File: config.mk
export PLATFORM = sky130hd
export DESIGN_NAME = rv_mem_arb_flat
export DESIGN_NICKNAME = d
export VERILOG_FILES = /design/src/rtl/rv_mem_arb_pkg.sv /design/src/rtl/rv_mem_arb_if.sv /design/src/rtl/rv_mem_arb_prio.sv /design/src/rtl/rv_mem_arb.sv /design/src/flat_wrapper.sv
export SDC_FILE = /design/constraint.sdc
export NUM_CORES = 1
export LEC_CHECK = 0
export ABC_AREA = 1
export CAP_MARGIN = 20
export CORE_ASPECT_RATIO = 1.5
export CORE_MARGIN = 2
export CORE_UTILIZATION = 36
export CTS_BUF_LIST = sky130_fd_sc_hd__clkbuf_16
export CTS_CLUSTER_DIAMETER = 80
export DETAILED_ROUTE_END_ITERATION = 10
export PLACE_DENSITY = 0.86
export SLEW_MARGIN = 10
export SYNTH_ARGS = -nofsm -noshare
export SYNTH_HDL_FRONTEND = slang
export SYNTH_SLANG_ARGS = --single-unit
File: constraint.sdc
create_clock -name i_clk -period 3.1 [get_ports i_clk]
set_clock_uncertainty 0.05 [all_clocks]
set_input_delay 0.465 -clock i_clk [delete_from_list [all_inputs] [get_ports i_clk]]
set_output_delay 0.465 -clock i_clk [all_outputs]
set_load 0.02 [all_outputs]
File: src/rtl/rv_mem_arb_pkg.sv
// Shared types for the instruction/data memory bus arbiter.
package rv_mem_arb_pkg;

    typedef enum logic [1:0] {
        ARB_IDLE   = 2'd0,
        ARB_BUSY_I = 2'd1,
        ARB_BUSY_D = 2'd2
    } arb_state_t;

    // Counter width able to hold 0..max_streak inclusive.
    function automatic int unsigned streak_w(input int unsigned max_streak);
        return (max_streak < 1) ? 1 : $clog2(max_streak + 1);
    endfunction

endpackage

File: src/rtl/rv_mem_arb_if.sv
// Fetch, LSU and external bus signals seen by the memory arbiter.
interface rv_mem_arb_if #(
    parameter int ADDR_W = 32,
    parameter int DATA_W = 32
);
    localparam int SEL_W = DATA_W / 8;

    logic              i_instr_req;
    logic [ADDR_W-1:0] i_instr_addr;
    logic              i_instr_flush;
    logic              o_instr_ack;
    logic [DATA_W-1:0] o_instr_data;

    logic              i_data_req;
    logic [ADDR_W-1:0] i_data_addr;
    logic              i_data_we;
    logic [DATA_W-1:0] i_data_wdata;
    logic [SEL_W-1:0]  i_data_sel;
    logic              o_data_ack;
    logic [DATA_W-1:0] o_data_rdata;

    logic              o_bus_req;
    logic [ADDR_W-1:0] o_bus_addr;
    logic              o_bus_we;
    logic [DATA_W-1:0] o_bus_wdata;
    logic [SEL_W-1:0]  o_bus_sel;
    logic              i_bus_ack;
    logic [DATA_W-1:0] i_bus_rdata;

    // Arbiter side.
    modport slave (
        input  i_instr_req, i_instr_addr, i_instr_flush,
        output o_instr_ack, o_instr_data,
        input  i_data_req, i_data_addr, i_data_we, i_data_wdata, i_data_sel,
        output o_data_ack, o_data_rdata,
        output o_bus_req, o_bus_addr, o_bus_we, o_bus_wdata, o_bus_sel,
        input  i_bus_ack, i_bus_rdata
    );

    // Pipeline stages plus external slave.
    modport master (
        output i_instr_req, i_instr_addr, i_instr_flush,
        input  o_instr_ack, o_instr_data,
        output i_data_req, i_data_addr, i_data_we, i_data_wdata, i_data_sel,
        input  o_data_ack, o_data_rdata,
        input  o_bus_req, o_bus_addr, o_bus_we, o_bus_wdata, o_bus_sel,
        output i_bus_ack, i_bus_rdata
    );

endinterface

File: src/rtl/rv_mem_arb_prio.sv
// Grant decision for the idle arbiter: data first, with a streak counter
// that forces a fetch grant after MAX_D_STREAK data grants while fetch waits.
module rv_mem_arb_prio
    import rv_mem_arb_pkg::*;
#(
    parameter int MAX_D_STREAK = 4
) (
    input  logic i_clk,
    input  logic i_reset,
    input  logic idle,
    input  logic instr_req,
    input  logic instr_flush,
    input  logic data_req,
    output logic grant_i,
    output logic grant_d
);
    localparam int SW = streak_w(MAX_D_STREAK);
    localparam logic [SW-1:0] MAX_S = SW'(MAX_D_STREAK);

    logic [SW-1:0] streak;
    logic          instr_eligible;

    assign instr_eligible = instr_req & ~instr_flush;
    assign grant_d = idle & data_req & (~instr_eligible | (streak < MAX_S));
    assign grant_i = idle & ~grant_d & instr_eligible;

    // A data grant counts toward the streak whenever fetch is asking at all,
    // even if a flush kept it ineligible this cycle.
    always_ff @(posedge i_clk or posedge i_reset) begin
        if (i_reset) begin
            streak <= '0;
        end else if (grant_d) begin
            if (!instr_req)
                streak <= '0;
            else if (streak != MAX_S)
                streak <= streak + 1'b1;
        end else if (grant_i) begin
            streak <= '0;
        end
    end

endmodule

File: src/rtl/rv_mem_arb.sv
// Single-outstanding arbiter sharing the memory bus between fetch and LSU.
// Bus fields are registered at grant and held until the slave acks.
module rv_mem_arb
    import rv_mem_arb_pkg::*;
#(
    parameter int ADDR_W       = 32,
    parameter int DATA_W       = 32,
    parameter int MAX_D_STREAK = 4
) (
    input  logic         i_clk,
    input  logic         i_reset,
    rv_mem_arb_if.slave  m
);
    localparam int SEL_W = DATA_W / 8;

    typedef struct packed {
        logic [ADDR_W-1:0] addr;
        logic              we;
        logic [DATA_W-1:0] wdata;
        logic [SEL_W-1:0]  sel;
    } mem_req_t;

    arb_state_t state;
    mem_req_t   breq;
    logic       bus_req;
    logic       drop;
    logic       grant_i;
    logic       grant_d;

    rv_mem_arb_prio #(
        .MAX_D_STREAK(MAX_D_STREAK)
    ) u_prio (
        .i_clk      (i_clk),
        .i_reset    (i_reset),
        .idle       (state == ARB_IDLE),
        .instr_req  (m.i_instr_req),
        .instr_flush(m.i_instr_flush),
        .data_req   (m.i_data_req),
        .grant_i    (grant_i),
        .grant_d    (grant_d)
    );

    always_ff @(posedge i_clk or posedge i_reset) begin
        if (i_reset) begin
            state   <= ARB_IDLE;
            bus_req <= 1'b0;
            breq    <= '0;
            drop    <= 1'b0;
        end else begin
            case (state)
                ARB_IDLE: begin
                    if (grant_d) begin
                        state   <= ARB_BUSY_D;
                        bus_req <= 1'b1;
                        breq    <= '{addr: m.i_data_addr, we: m.i_data_we,
                                     wdata: m.i_data_wdata, sel: m.i_data_sel};
                    end else if (grant_i) begin
                        state   <= ARB_BUSY_I;
                        bus_req <= 1'b1;
                        breq    <= '{addr: m.i_instr_addr, we: 1'b0,
                                     wdata: '0, sel: '1};
                    end
                end
                ARB_BUSY_I: begin
                    // The cancelled fetch still runs to completion on the bus;
                    // only its ack back to fetch is swallowed.
                    if (m.i_bus_ack) begin
                        state   <= ARB_IDLE;
                        bus_req <= 1'b0;
                        drop    <= 1'b0;
                    end else if (m.i_instr_flush) begin
                        drop    <= 1'b1;
                    end
                end
                ARB_BUSY_D: begin
                    if (m.i_bus_ack) begin
                        state   <= ARB_IDLE;
                        bus_req <= 1'b0;
                    end
                end
                default: begin
                    state   <= ARB_IDLE;
                    bus_req <= 1'b0;
                end
            endcase
        end
    end

    assign m.o_bus_req   = bus_req;
    assign m.o_bus_addr  = breq.addr;
    assign m.o_bus_we    = breq.we;
    assign m.o_bus_wdata = breq.wdata;
    assign m.o_bus_sel   = breq.sel;

    assign m.o_instr_ack  = (state == ARB_BUSY_I) & m.i_bus_ack & ~drop & ~m.i_instr_flush;
    assign m.o_data_ack   = (state == ARB_BUSY_D) & m.i_bus_ack;
    assign m.o_instr_data = m.i_bus_rdata;
    assign m.o_data_rdata = m.i_bus_rdata;

endmodule

File: src/flat_wrapper.sv
// flat-port wrapper written by rule: the top's interface ports become plain ports
module rv_mem_arb_flat import rv_mem_arb_pkg::*;
#(
    parameter int ADDR_W       = 32,
    parameter int DATA_W       = 32,
    parameter int MAX_D_STREAK = 4
)
  (i_clk, i_reset, m_i_instr_req, m_i_instr_addr, m_i_instr_flush, m_o_instr_ack, m_o_instr_data, m_i_data_req, m_i_data_addr, m_i_data_we, m_i_data_wdata, m_i_data_sel, m_o_data_ack, m_o_data_rdata, m_o_bus_req, m_o_bus_addr, m_o_bus_we, m_o_bus_wdata, m_o_bus_sel, m_i_bus_ack, m_i_bus_rdata);
  rv_mem_arb_if #(.ADDR_W(ADDR_W), .DATA_W(DATA_W)) m_i ();
  input  logic i_clk;
  input  logic i_reset;
  input wire logic [$bits(m_i.i_instr_req)-1:0] m_i_instr_req;
  input wire logic [$bits(m_i.i_instr_addr)-1:0] m_i_instr_addr;
  input wire logic [$bits(m_i.i_instr_flush)-1:0] m_i_instr_flush;
  output wire logic [$bits(m_i.o_instr_ack)-1:0] m_o_instr_ack;
  output wire logic [$bits(m_i.o_instr_data)-1:0] m_o_instr_data;
  input wire logic [$bits(m_i.i_data_req)-1:0] m_i_data_req;
  input wire logic [$bits(m_i.i_data_addr)-1:0] m_i_data_addr;
  input wire logic [$bits(m_i.i_data_we)-1:0] m_i_data_we;
  input wire logic [$bits(m_i.i_data_wdata)-1:0] m_i_data_wdata;
  input wire logic [$bits(m_i.i_data_sel)-1:0] m_i_data_sel;
  output wire logic [$bits(m_i.o_data_ack)-1:0] m_o_data_ack;
  output wire logic [$bits(m_i.o_data_rdata)-1:0] m_o_data_rdata;
  output wire logic [$bits(m_i.o_bus_req)-1:0] m_o_bus_req;
  output wire logic [$bits(m_i.o_bus_addr)-1:0] m_o_bus_addr;
  output wire logic [$bits(m_i.o_bus_we)-1:0] m_o_bus_we;
  output wire logic [$bits(m_i.o_bus_wdata)-1:0] m_o_bus_wdata;
  output wire logic [$bits(m_i.o_bus_sel)-1:0] m_o_bus_sel;
  input wire logic [$bits(m_i.i_bus_ack)-1:0] m_i_bus_ack;
  input wire logic [$bits(m_i.i_bus_rdata)-1:0] m_i_bus_rdata;
  assign m_i.i_instr_req = m_i_instr_req;
  assign m_i.i_instr_addr = m_i_instr_addr;
  assign m_i.i_instr_flush = m_i_instr_flush;
  assign m_o_instr_ack = m_i.o_instr_ack;
  assign m_o_instr_data = m_i.o_instr_data;
  assign m_i.i_data_req = m_i_data_req;
  assign m_i.i_data_addr = m_i_data_addr;
  assign m_i.i_data_we = m_i_data_we;
  assign m_i.i_data_wdata = m_i_data_wdata;
  assign m_i.i_data_sel = m_i_data_sel;
  assign m_o_data_ack = m_i.o_data_ack;
  assign m_o_data_rdata = m_i.o_data_rdata;
  assign m_o_bus_req = m_i.o_bus_req;
  assign m_o_bus_addr = m_i.o_bus_addr;
  assign m_o_bus_we = m_i.o_bus_we;
  assign m_o_bus_wdata = m_i.o_bus_wdata;
  assign m_o_bus_sel = m_i.o_bus_sel;
  assign m_i.i_bus_ack = m_i_bus_ack;
  assign m_i.i_bus_rdata = m_i_bus_rdata;
  rv_mem_arb #(.ADDR_W(ADDR_W), .DATA_W(DATA_W), .MAX_D_STREAK(MAX_D_STREAK)) u_core (.i_clk(i_clk), .i_reset(i_reset), .m(m_i));
endmodule
==> metrics.cfg <==
[status]
outcome = complete, no violations

[global_routing]
grt_overflow = 0
grt_usage_pct = 17.32
grt_start_max_net_pins = 51
grt_antenna_before_repair = 0
grt_pass1_wl_mm = 16.74
grt_pass1_vias = 3523

[clocking]
cts_tree = built
cts_made_buffers = 9
clk_latency_ps = 320
hold_buffers = 0
cts_resized = 0
path_clk_slew_ps = 50
cts_setup_buffers = 0
htreeDepth = 3
cts_buffer_depth = 2
cts-root-buf = clkbuf_16
cts_sinks = 76

[placement]
portBuffers = 178
pre_cts_ws_ps = 675.4
place_congestion = 0.7797
dpl_cell_area_sq_um = 5585
hpwl_mm = 7.995
place_inst = 812

[drt]
routedWlPerCell_um = 12.80
wl_mm = 10.60
antenna_left = 0
viasPerCell = 4.382
drt_iter0_drc = 132
wl_met1_mm = 3.811
wl_met2_mm = 5.214
highest_layer = met4
drt-pass1-iter-count = 4
vias = 3628
route.met3.wl_um = 672
drc = 0

[synth]
syn-cell-area_sq_um = 4158
synth_nets = 706
yosysTopAreaCell = dfrtp_1
yosys_warnings = 0
synth_top_area_share_pct = 45.74
ys_seq_area_share_pct = 45.74
syn_avg_cell_area_sq_um = 7.398
netlist_instances = 562
synth-seq-cells = 76
synth_area_leaders = dfrtp_1 46%, nand2_1 22%, buf_4 12%
synth.distinct_cells = 20

[cells_and_area]
area_growth_pct = 41.17
layout.cells.non_filler = 828
num_antenna_cells = 0
finish.net_count = 817
multiInputGateArea_sq_um = 1305
finalCoreUtilization_pct = 51.44
nFillCells = 1076
final_area_sq_um = 5869
ff_latch_area_sq_um = 1902
drive_above_1_share_pct = 4.130

[critical_path]
cp.arrival_ps = 1900
crit_path_max_fanout = 4
worstPathRequired_ps = 2580
crit_path_start = m_i_instr_flush
cp-end-kind = output port
ff2ff_setup_slack_ps = 1020
cp-endpoint = m_o_instr_ack
worstReg2RegEnd = u_core.m.o_bus_sel[1]
path_class = input port to output port
start_kind = input port
r2r_cells = 10
r2r-start = u_core.state[0]

[sta]
period_share_pct = 78.00
max_freq_ghz = 0.4136
post-route-min-period_ps = 2418
max_slew.worst_pin.slew_ps = 621.8
drv_slew = 0
grt_setup_unrepaired = false
final-setup-viol-count = 0
max_slew_margin_pct = 58.50
tns_ps = 0
hold_ws_ps = 416.1
fin_ws_ps = 682.0
hold_violations = 0

[floorplan]
fp.dieH_um = 135.6
core_area_sq_um = 11410
rows = 48
io_pins = 275
start_util_pct = 36.44
die_w_um = 91.75
dieArea_sq_um = 12440

[power]
power_density_nw_per_um2 = 925.6
ir_drop_v = 0.0004187
power_mw = 5.433
p_leak_nw = 3.039

[min_path]
hold_class = register to register

[flow_run]
drv_cap = 0

==> registers in the layout, indices dropped and copies added (netlist names) <==
| name | cells |
|---|---|
| u_core.drop | 1 |
| u_core.m.o_bus_addr | 32 |
| u_core.m.o_bus_req | 1 |
| u_core.m.o_bus_sel | 4 |
| u_core.m.o_bus_wdata | 32 |
| u_core.m.o_bus_we | 1 |
| u_core.state | 2 |
| u_core.u_prio.streak | 3 |
==> where the power goes <==
group	switching, mW	total (mW)	internal (mW)
sequential	0.261	1.72	1.46
combinational	1.51	2.71	1.20
clock	0.393	1.00	0.612
==> cells by family after synthesis <==
group | synth area share [%]
AND/OR/NAND/NOR | 24.89
buffers and inverters | 22.87
flip-flops | 45.74
AO/OA/AOI/OAI | 4.996
adder cells (fa/ha/maj) | 1.505
==> per-layer routing <==
metal | vias to the layer above | GRT usage [%]
met5 | - | 0
met4 | 0 | 17.25
met3 | 73 | 3.283
met2 | 144 | 29.41
met1 | 1611 | 17.29
li1 | 1800 | -
==> critical path, stage by stage <==
cell	delay, ps
clkdlybuf4s50_1	510
nor3_1	280
clkdlybuf4s50_1	650
==> Yosys cell counts <==
cell      instances
nand4_1           1
nand2_4           1
ha_1              5
o21ai_0          37
nand3_1          10
nor2_4            1
buf_2             7
buf_4            64
nand2_1         248
o211ai_1          1
buf_6             6
o21ai_1           3
dfrtp_1          76
clkbuf_1          4
inv_1            86
nand2_2           2
inv_2             4
nor3_1            1
nor2_1            2
clkbuf_2          3
==> placed cells by master, fill, tap and decap left out, drive strengths merged, types with 3 or more instances in the layout <==
cell	instances
o21ai	40
nand2	251
ha	5
buf	6
nor2	3
clkdlybuf4s50	178
inv	90
dfrtp	76
clkbuf	9
nand3	10
clkinv	5
==> final cells by class <==
type                    count  area share (%)
clock buffers               9           3.837
clock inverters             7           1.002
inverters                  90           5.777
multi-input cells         312           22.23
flip-flops and latches     76           32.40
well taps                 150           3.198
repair buffers            184           31.55
==> how the worst min path moves through the flow <==
stage / to / from / depth (start not counted) / slack [ps]
floorplan: u_core.drop / u_core.drop / 2 / 420
finish: u_core.m.o_bus_wdata[12] / u_core.m.o_bus_wdata[12] / 2 / 420
CTS: u_core.m.o_bus_wdata[21] / u_core.m.o_bus_wdata[21] / 2 / 420
global route: u_core.m.o_bus_wdata[12] / u_core.m.o_bus_wdata[12] / 2 / 430
detailed placement: u_core.m.o_bus_wdata[21] / u_core.m.o_bus_wdata[21] / 2 / 410
global placement: u_core.m.o_bus_wdata[21] / u_core.m.o_bus_wdata[21] / 2 / 400
(Power assumes the default switching activity.)
